==> src/rtl/imem_port_arbiter.sv <==
// imem_port_arbiter: shares one single-port sync imem (1-cycle read) between
// CPU fetch and a program loader; RUN/LOAD FSM plus loader starvation guard.
// Optional macro IMEM_ARB_STATS_EN adds stat_if_stall / stat_ld_wr counters.
// Ports: clk, rst (sync, active-high);
//   fetch:  if_req, if_addr -> if_gnt, if_rvalid, if_rdata
//   loader: ld_lock, ld_req, ld_we, ld_addr, ld_wdata
//           -> ld_gnt, ld_rvalid, ld_rdata
//   cpu_hold (registered, high in LOAD)
//   memory: mem_en, mem_we, mem_addr, mem_wdata <- mem_rdata
module imem_port_arbiter #(
  parameter int ADDR_W     = 16,
  parameter int STARVE_MAX = 4
) (
  input  logic              clk,
  input  logic              rst,
  input  logic              if_req,
  input  logic [31:0]       if_addr,
  output logic              if_gnt,
  output logic              if_rvalid,
  output logic [31:0]       if_rdata,
  input  logic              ld_lock,
  input  logic              ld_req,
  input  logic              ld_we,
  input  logic [31:0]       ld_addr,
  input  logic [31:0]       ld_wdata,
  output logic              ld_gnt,
  output logic              ld_rvalid,
  output logic [31:0]       ld_rdata,
  output logic              cpu_hold,
  output logic              mem_en,
  output logic              mem_we,
  output logic [ADDR_W-1:0] mem_addr,
  output logic [31:0]       mem_wdata,
  input  logic [31:0]       mem_rdata
`ifdef IMEM_ARB_STATS_EN
  ,
  output logic [31:0]       stat_if_stall,
  output logic [31:0]       stat_ld_wr
`endif
);

  localparam int SW = $clog2(STARVE_MAX + 1);
  localparam logic [SW-1:0] SMAX = SW'(STARVE_MAX);

  typedef enum logic {RUN, LOAD} state_e;

  state_e        state_q, state_d;
  logic [SW-1:0] starv_q, starv_d;
  logic          if_rv_q, ld_rv_q, hold_q;
  logic          is_run, starved;

  assign is_run  = (state_q == RUN);
  assign starved = (starv_q == SMAX);

  // Fetch wins in RUN unless the loader has been
  // denied STARVE_MAX cycles in a row.
  always_comb begin
    ld_gnt = 1'b0;
    if_gnt = 1'b0;
    if (!rst) begin
      if (is_run) begin
        ld_gnt = ld_req & (~if_req | starved);
        if_gnt = if_req & ~ld_gnt;
      end else begin
        ld_gnt = ld_req;
      end
    end
  end

  always_comb begin
    mem_addr  = '0;
    mem_wdata = '0;
    if (ld_gnt) begin
      mem_addr  = ld_addr[ADDR_W+1:2];
      mem_wdata = ld_wdata;
    end else if (if_gnt) begin
      mem_addr  = if_addr[ADDR_W+1:2];
    end
  end

  assign mem_en = if_gnt | ld_gnt;
  assign mem_we = ld_gnt & ld_we;

  always_comb begin
    state_d = ld_lock ? LOAD : RUN;
    starv_d = '0;
    if (is_run && ld_req && !ld_gnt)
      starv_d = starved ? starv_q : starv_q + 1'b1;
  end

  always_ff @(posedge clk) begin
    if (rst) begin
      state_q <= RUN;
      starv_q <= '0;
      if_rv_q <= 1'b0;
      ld_rv_q <= 1'b0;
      hold_q  <= 1'b0;
    end else begin
      state_q <= state_d;
      starv_q <= starv_d;
      if_rv_q <= if_gnt;
      ld_rv_q <= ld_gnt & ~ld_we;
      hold_q  <= (state_d == LOAD);
    end
  end

  assign if_rvalid = if_rv_q;
  assign ld_rvalid = ld_rv_q;
  assign cpu_hold  = hold_q;
  assign if_rdata  = mem_rdata;
  assign ld_rdata  = mem_rdata;

`ifdef IMEM_ARB_STATS_EN
  logic [31:0] stall_q, wr_q;

  always_ff @(posedge clk) begin
    if (rst) begin
      stall_q <= '0;
      wr_q    <= '0;
    end else begin
      if (if_req && !if_gnt && stall_q != '1)
        stall_q <= stall_q + 32'd1;
      if (ld_gnt && ld_we && wr_q != '1)
        wr_q <= wr_q + 32'd1;
    end
  end

  assign stat_if_stall = stall_q;
  assign stat_ld_wr    = wr_q;
`endif

  // Byte-offset and high address bits are ignored.
  logic unused_addr;
  assign unused_addr = ^{if_addr[31:ADDR_W+2], if_addr[1:0],
                         ld_addr[31:ADDR_W+2], ld_addr[1:0]};

endmodule
==> config.mk <==
export PLATFORM = sky130hd
export DESIGN_NAME = imem_port_arbiter
export DESIGN_NICKNAME = d
export VERILOG_FILES = /design/src/rtl/imem_port_arbiter.sv
export SDC_FILE = /design/constraint.sdc
export NUM_CORES = 1
export LEC_CHECK = 0
export CORE_AREA = 2 2 97 99
export DETAILED_ROUTE_END_ITERATION = 10
export DIE_AREA = 0 0 99 101
export HOLD_SLACK_MARGIN = 0.03
export SLEW_MARGIN = 20
export SYNTH_ARGS = -nofsm -noshare
export SYNTH_HDL_FRONTEND = slang
export SYNTH_SLANG_ARGS = --single-unit
export TNS_END_PERCENT = 20
==> constraint.sdc <==
create_clock -name clk -period 1.6 [get_ports clk]
set_input_delay 0.4 -clock clk [delete_from_list [all_inputs] [get_ports clk]]
set_output_delay 0.4 -clock clk [all_outputs]
set_load 0.005 [all_outputs]
== Word-level counts from Yosys, hierarchy flattened ==
Index checks and enable logic that the tools add are counted.

* Add/sub/neg operators: 1
* Multipliers: 0
* Divide/modulo/power cells: 0
* Magnitude comparators: 0
* Eq/ne operators: 1
* Shift-type cells: 0
* Mux-type cells: 8
* Bitwise logic cells: 11
* Reductions and logical operators: 4

{| class="wikitable"
|+ Operators with widths
! kind !! count
|-
| $mux W16 || 2
|-
| $mux W32 || 1
|-
| $mux W1 || 5
|-
| $not A1 Y1 || 5
|-
| $and A1 B1 Y1 || 4
|-
| $add A3 B1 Y3 const B || 1
|-
| $eq A3 B3 Y1 const B || 1
|-
| $logic_and A1 B1 Y1 || 2
|-
| $or A1 B1 Y1 || 2
|-
| $reduce_or A2 Y1 || 1
|-
| $logic_not A1 Y1 || 1
|}

* Register bits: 6
* Latch bits: 0
* RAM bits: 0
* Bits in read-only memories: 0
* Bits of input ports: 134
* Output and inout port bits: 119
* Word-level logic and storage cells: 29
* Memories kept: 0

== Depth between registers and ports, before layout ==
* Depth in word-level cells: 9
* Depth in mapped cells: 7
* Gate-level depth less buffers: 5

== Worst setup path before layout ==
Ideal clock, no wire load.

* Kind: register -> output
* Start: register starv_q[0]
* End: output port mem_addr[10]
* Arrival: 1201 ps
* Data required time: 1200 ps
* Path slack: -1 ps
* Cell stages (with the launch flop): 8
* Buffers on the path: 2
* Cell sequence: dfxtp_1 > inv_1 > ha_1 > nand3_2 > and3b_1 > buf_6 > buf_8 > a22o_1

* Cells in the longest elaborated chain, start to end: 9
* Elaborated cells between the ends (all ways): 11
* Classes of those cells: eq/ne (1); mux (6); bitwise (4)

{| class="wikitable"
|+ Ends and longest elaborated chain
! element !! RTL line !! source
|-
| start: declaration || 48 || <nowiki>logic [SW-1:0] starv_q, starv_d;</nowiki>
|-
| start signal: assignment || 100 || <nowiki>starv_q <= starv_d;</nowiki>
|-
| $eq A3 B3 Y1 || 53 || <nowiki>assign starved = (starv_q == SMAX);</nowiki>
|-
| $or A1 B1 Y1 || 62 || <nowiki>ld_gnt = ld_req & (~if_req | starved);</nowiki>
|-
| $and A1 B1 Y1 || 62 ||
|-
| $not A1 Y1 || 63 || <nowiki>if_gnt = if_req & ~ld_gnt;</nowiki>
|-
| $and A1 B1 Y1 || 63 ||
|-
| $mux W1 || 61 || <nowiki>if (is_run) begin</nowiki>
|-
| $mux W1 || 60 || <nowiki>if (!rst) begin</nowiki>
|-
| net if_gnt || 18 || <nowiki>output logic if_gnt,</nowiki>
|-
| $mux W16 || 76 || <nowiki>end else if (if_gnt) begin</nowiki>
|-
| $mux W16 || 73 || <nowiki>if (ld_gnt) begin</nowiki>
|-
| end: declaration || 32 || <nowiki>output logic [ADDR_W-1:0] mem_addr,</nowiki>
|}

The timed path passes the listed nets, and every way through them passes these cells.

== Worst setup path after layout ==
* Start: register starv_q[1]
* End: output port mem_addr[2]

* Cells in the longest elaborated chain, start to end: 9
* Elaborated cells between the ends (all ways): 11
* Classes of those cells: eq/ne (1); mux (6); bitwise (4)

{| class="wikitable"
|+ Ends and longest elaborated chain
! element !! RTL line
|-
| $eq A3 B3 Y1 * || 53
|-
| $or A1 B1 Y1 * || 62
|-
| $and A1 B1 Y1 * || 62
|-
| $not A1 Y1 || 63
|-
| $and A1 B1 Y1 || 63
|-
| $mux W1 || 61
|-
| $mux W1 || 60
|-
| $mux W16 || 76
|-
| $mux W16 * || 73
|}

Mark *: on every way between the ends. The rest lies on a longest branch, timed or not.

==> Implementation_results.wiki <==
{| class="wikitable"
! Metric !! Value
|-
| Portion of the post-synthesis area used by sequential elements || 0.103
|-
| Avg Synthesized Cell Area || ~8 um2
|-
| Chip height || 101 um
|-
| IO Count || ~250
|-
| Total of buffers placed on input and output ports || between 100 and 150
|-
| Class of the most critical hold timing path || input port to flop
|-
| HPWL after detailed placement || ~3100 um
|-
| Clk sink count || 6
|-
| Share of final-layout standard cells stronger than drive strength 1 || 0.484
|-
| FP Rows || 35
|-
| Clock transition time at the flip-flop clock pins of the worst setup and hold paths || roughly 0.040 ns
|-
| Initial core utilization || 0.130
|-
| Area of the core || 0.00898 mm2
|-
| Leak Pwr || a little over 0.001 uW
|-
| Pwr dens || approximately 370 mW/mm2
|-
| Antenna Violating Nets Remaining || 0
|-
| Number of global-route vias before repair || around 1200
|-
| Setup repair after global routing missed its margin || true
|-
| Final worst-path cycle share || 1.28
|-
| Tot GR Track Use || 0.0790
|-
| Final hold vios || 0
|-
| Worst hold slack after final layout || between 0.4 and 0.5 ns
|-
| Cts hold-fix bufs || 0
|-
| Critical path data required time || around 1.2 ns
|-
| Syn Inst Count || 146
|-
| TritonCTS clock tree || yes
|-
| Violations in the final reports || setup timing
|-
| Arrival time worst endpoint || approximately 1.7 ns
|-
| Least setup slack across all paths after layout || -0.455 ns
|-
| Cell area after technology mapping || roughly 0.0012 mm2
|-
| Fraction of power spent switching nets || 0.232
|-
| Final nets || about 360
|-
| Syn Nets || between 200 and 300
|-
| Shortest clock period the worst path allows after layout || approximately 2.1 ns
|-
| Global placer's final weighted congestion || 0.709
|-
| Max frequency || 487 MHz
|-
| Overflow left after global routing || 0
|-
| CTS buffer count || 3
|-
| Part of the total power dissipated in sequential elements || 0.189
|-
| Fraction of power consumed by the clock network || 0.267
|-
| Max Transition Viols Final || 0
|-
| Power Total || about 840 uW
|-
| DRC violations left || 0
|-
| Clk Tree Root Cell || sky130_fd_sc_hd__clkbuf_8
|-
| Average via count per standard cell || approximately 3.5
|-
| Transition time at the pin with the least slew margin || between 0.2 and 0.25 ns
|-
| Number of warnings issued by yosys || 0
|-
| Crit Path Max Fanout || 10
|-
| Internal Pwr Total || 644 uW
|-
| Via count of the routed design || roughly 1200
|-
| Largest clock skew in the final design || about 0.0024 ns
|-
| Reg2Reg Setup Slack || 0.30 ns
|-
| First DRT Iteration DRCs || 18
|-
| Final count of negative-setup-slack endpoints || between 50 and 60
|-
| Outcome || complete, but fails checks
|-
| Ant diodes || 0
|-
| Overall die area || ~0.01 mm2
|-
| Net switching power || just under 200 uW
|-
| Max_cap viols || 0
|-
| Largest buffer count on any clock path || 2
|-
| Worst-case headroom to the max-slew limit || 0.858
|-
| Routed wirelength normalized by instance count || 13.3 um
|-
| WS Path Type || flop to output pin
|-
| Number of optimization iterations in the first detailed-route pass || 4
|-
| Share of power burned in combinational logic || 0.544
|-
| CP endpoint kind || output pin
|-
| Die Span X || between 90 and 100 um
|-
| Pin count of the biggest net entering global routing || 17
|-
| VDD IR max || between 0.3 and 0.4 mV
|-
| Routed WL || between 4000 and 5000 um
|-
| Antenna violations before repair || 0
|-
| Number of H-tree branching levels || 1
|-
| Setup TNS || -16.52 ns
|-
| First-pass GRT wire length || 6290 um
|-
| Worst-case setup slack after placement || -0.929 ns
|-
| Synth cell types || 22
|-
| Insertion delay to the later sink of the worst-skew pair || 0.22 ns
|-
| Synth Register Bits || 6
|-
| Area growth, synth to finish || 96.5%
|-
| CP startpoint kind || flop
|}
[flip-flops by register name, summed over array words and instances, names as in the netlist]
| register | count |
|---|---|
| starv_q | 3 |
| cpu_hold | 1 |
| ld_rvalid | 1 |
| if_rvalid | 1 |
[logic make-up after synthesis]
| logic type | Yosys count | share of synthesized area |
|---|---|---|
| buffers and inverters | 74 | 0.470 |
| AND/OR/NAND/NOR | 46 | 0.256 |
| AO/OA/AOI/OAI | 17 | 0.142 |
| flip-flops | 6 | 0.103 |
| adder cells (fa/ha/maj) | 2 | 0.0215 |
| XOR/XNOR | 1 | 0.00751 |
[synth_stat cells]
master	n	area, um2
sky130_fd_sc_hd__xnor2_1	1	8.76
sky130_fd_sc_hd__and3b_1	1	8.76
sky130_fd_sc_hd__a22o_1	9	78.8
sky130_fd_sc_hd__and2_1	33	206
sky130_fd_sc_hd__or2_2	1	6.26
sky130_fd_sc_hd__clkbuf_2	2	10.0
sky130_fd_sc_hd__nor2b_4	1	13.8
sky130_fd_sc_hd__buf_6	1	11.3
sky130_fd_sc_hd__dfxtp_1	6	120
sky130_fd_sc_hd__inv_1	3	11.3
sky130_fd_sc_hd__buf_2	1	5.00
sky130_fd_sc_hd__nand3_2	1	10.0
sky130_fd_sc_hd__buf_8	1	15.0
sky130_fd_sc_hd__nand2b_2	1	8.76
sky130_fd_sc_hd__a22o_2	7	70.1
sky130_fd_sc_hd__buf_4	66	495
sky130_fd_sc_hd__ha_1	2	25.0
sky130_fd_sc_hd__and3b_2	1	10.0
sky130_fd_sc_hd__nand2_1	2	7.51
sky130_fd_sc_hd__nor3_1	3	15.0
sky130_fd_sc_hd__a21oi_4	1	16.3
sky130_fd_sc_hd__nor2b_1	2	12.5
[area by class of cell]
class                   count  area [um2]
fillers                   971        6690
repair buffers            146        1400
multi-input cells          67         577
well taps                 111         139
flip-flops and latches      6         124
clock buffers               3        41.3
inverters                   3        11.3
[per-layer routing]
metal / vias to the layer above / global-route usage / share of wire
met3: 23 / 0.0166 / 0.097
li1: 569 / - / -
met2: 76 / 0.135 / 0.49
met5: - / 0 / 0
met1: 513 / 0.0925 / 0.38
met4: 0 / 0.0432 / 0.032
[path summary, 6_finish.rpt]
check,startpoint,endpoint,cells past startpoint
worst min-delay path,rst,cpu_hold,2
worst max-delay path,starv_q[1],mem_addr[2],9
worst max register to register,starv_q[1],ld_rvalid,8
worst min register to register,starv_q[0],starv_q[0],2
[placed cells by master (no fill, tap or decap)]
cell / n
sky130_fd_sc_hd__nand3_4: 1
sky130_fd_sc_hd__dfxtp_2: 3
sky130_fd_sc_hd__buf_12: 6
sky130_fd_sc_hd__clkdlybuf4s15_2: 6
sky130_fd_sc_hd__buf_6: 19
sky130_fd_sc_hd__or2_4: 1
sky130_fd_sc_hd__a22o_1: 9
sky130_fd_sc_hd__buf_4: 9
sky130_fd_sc_hd__inv_2: 2
sky130_fd_sc_hd__clkdlybuf4s50_1: 69
sky130_fd_sc_hd__nand2_1: 1
sky130_fd_sc_hd__and2_4: 9
sky130_fd_sc_hd__and2_1: 24
sky130_fd_sc_hd__dfxtp_1: 3
sky130_fd_sc_hd__dlygate4sd2_1: 1
sky130_fd_sc_hd__and3b_2: 2
sky130_fd_sc_hd__nor2b_4: 1
sky130_fd_sc_hd__nor2b_1: 2
sky130_fd_sc_hd__buf_16: 2
sky130_fd_sc_hd__a22o_2: 6
sky130_fd_sc_hd__ha_1: 1
sky130_fd_sc_hd__nand2_4: 1
sky130_fd_sc_hd__and3b_4: 1
sky130_fd_sc_hd__nand2b_4: 1
sky130_fd_sc_hd__clkbuf_2: 5
sky130_fd_sc_hd__buf_2: 28
sky130_fd_sc_hd__a21oi_4: 1
sky130_fd_sc_hd__xnor2_1: 1
sky130_fd_sc_hd__a22o_4: 1
sky130_fd_sc_hd__nor3_1: 3
sky130_fd_sc_hd__clkdlybuf4s15_1: 1
sky130_fd_sc_hd__ha_4: 1
sky130_fd_sc_hd__inv_1: 1
sky130_fd_sc_hd__clkbuf_8: 3
[power by group through the flow]
stage	Sequential (uW)	Clock, uW	Combinational (uW)
6_report	159	224	455
5_1_grt	159	242	489
4_1_cts	158	231	428
3_5_place_dp	160	0	412
3_3_place_gp	160	0	408
2_1_floorplan	160	0	231
[metrics by stage]
stage	util	area (um2)	instances
6_report	0.255	2290	336
5_1_grt	0.255	2290	336
4_1_cts	0.245	2200	330
3_5_place_dp	0.234	2100	317
3_3_place_gp	0.234	2100	317
2_1_floorplan	-	1170	146
[worst max-delay path: stages (launching register included)]
cell	delay, ns
sky130_fd_sc_hd__dfxtp_2	0.32
sky130_fd_sc_hd__inv_2	0.04
sky130_fd_sc_hd__ha_4	0.16
sky130_fd_sc_hd__nand2_4	0.08
sky130_fd_sc_hd__a21oi_4	0.05
sky130_fd_sc_hd__buf_12	0.14
sky130_fd_sc_hd__buf_6	0.12
sky130_fd_sc_hd__buf_16	0.13
sky130_fd_sc_hd__a22o_2	0.25
sky130_fd_sc_hd__buf_2	0.12
[what timing repair did]
action,CTS,global route
cloned,3,1
endpoints found under the setup margin,53,53
hold endpoints to repair,0,0
setup buffers,7,8
gates resized for setup,209,39
pin swaps,13,10
(Power assumes the default switching activity.)
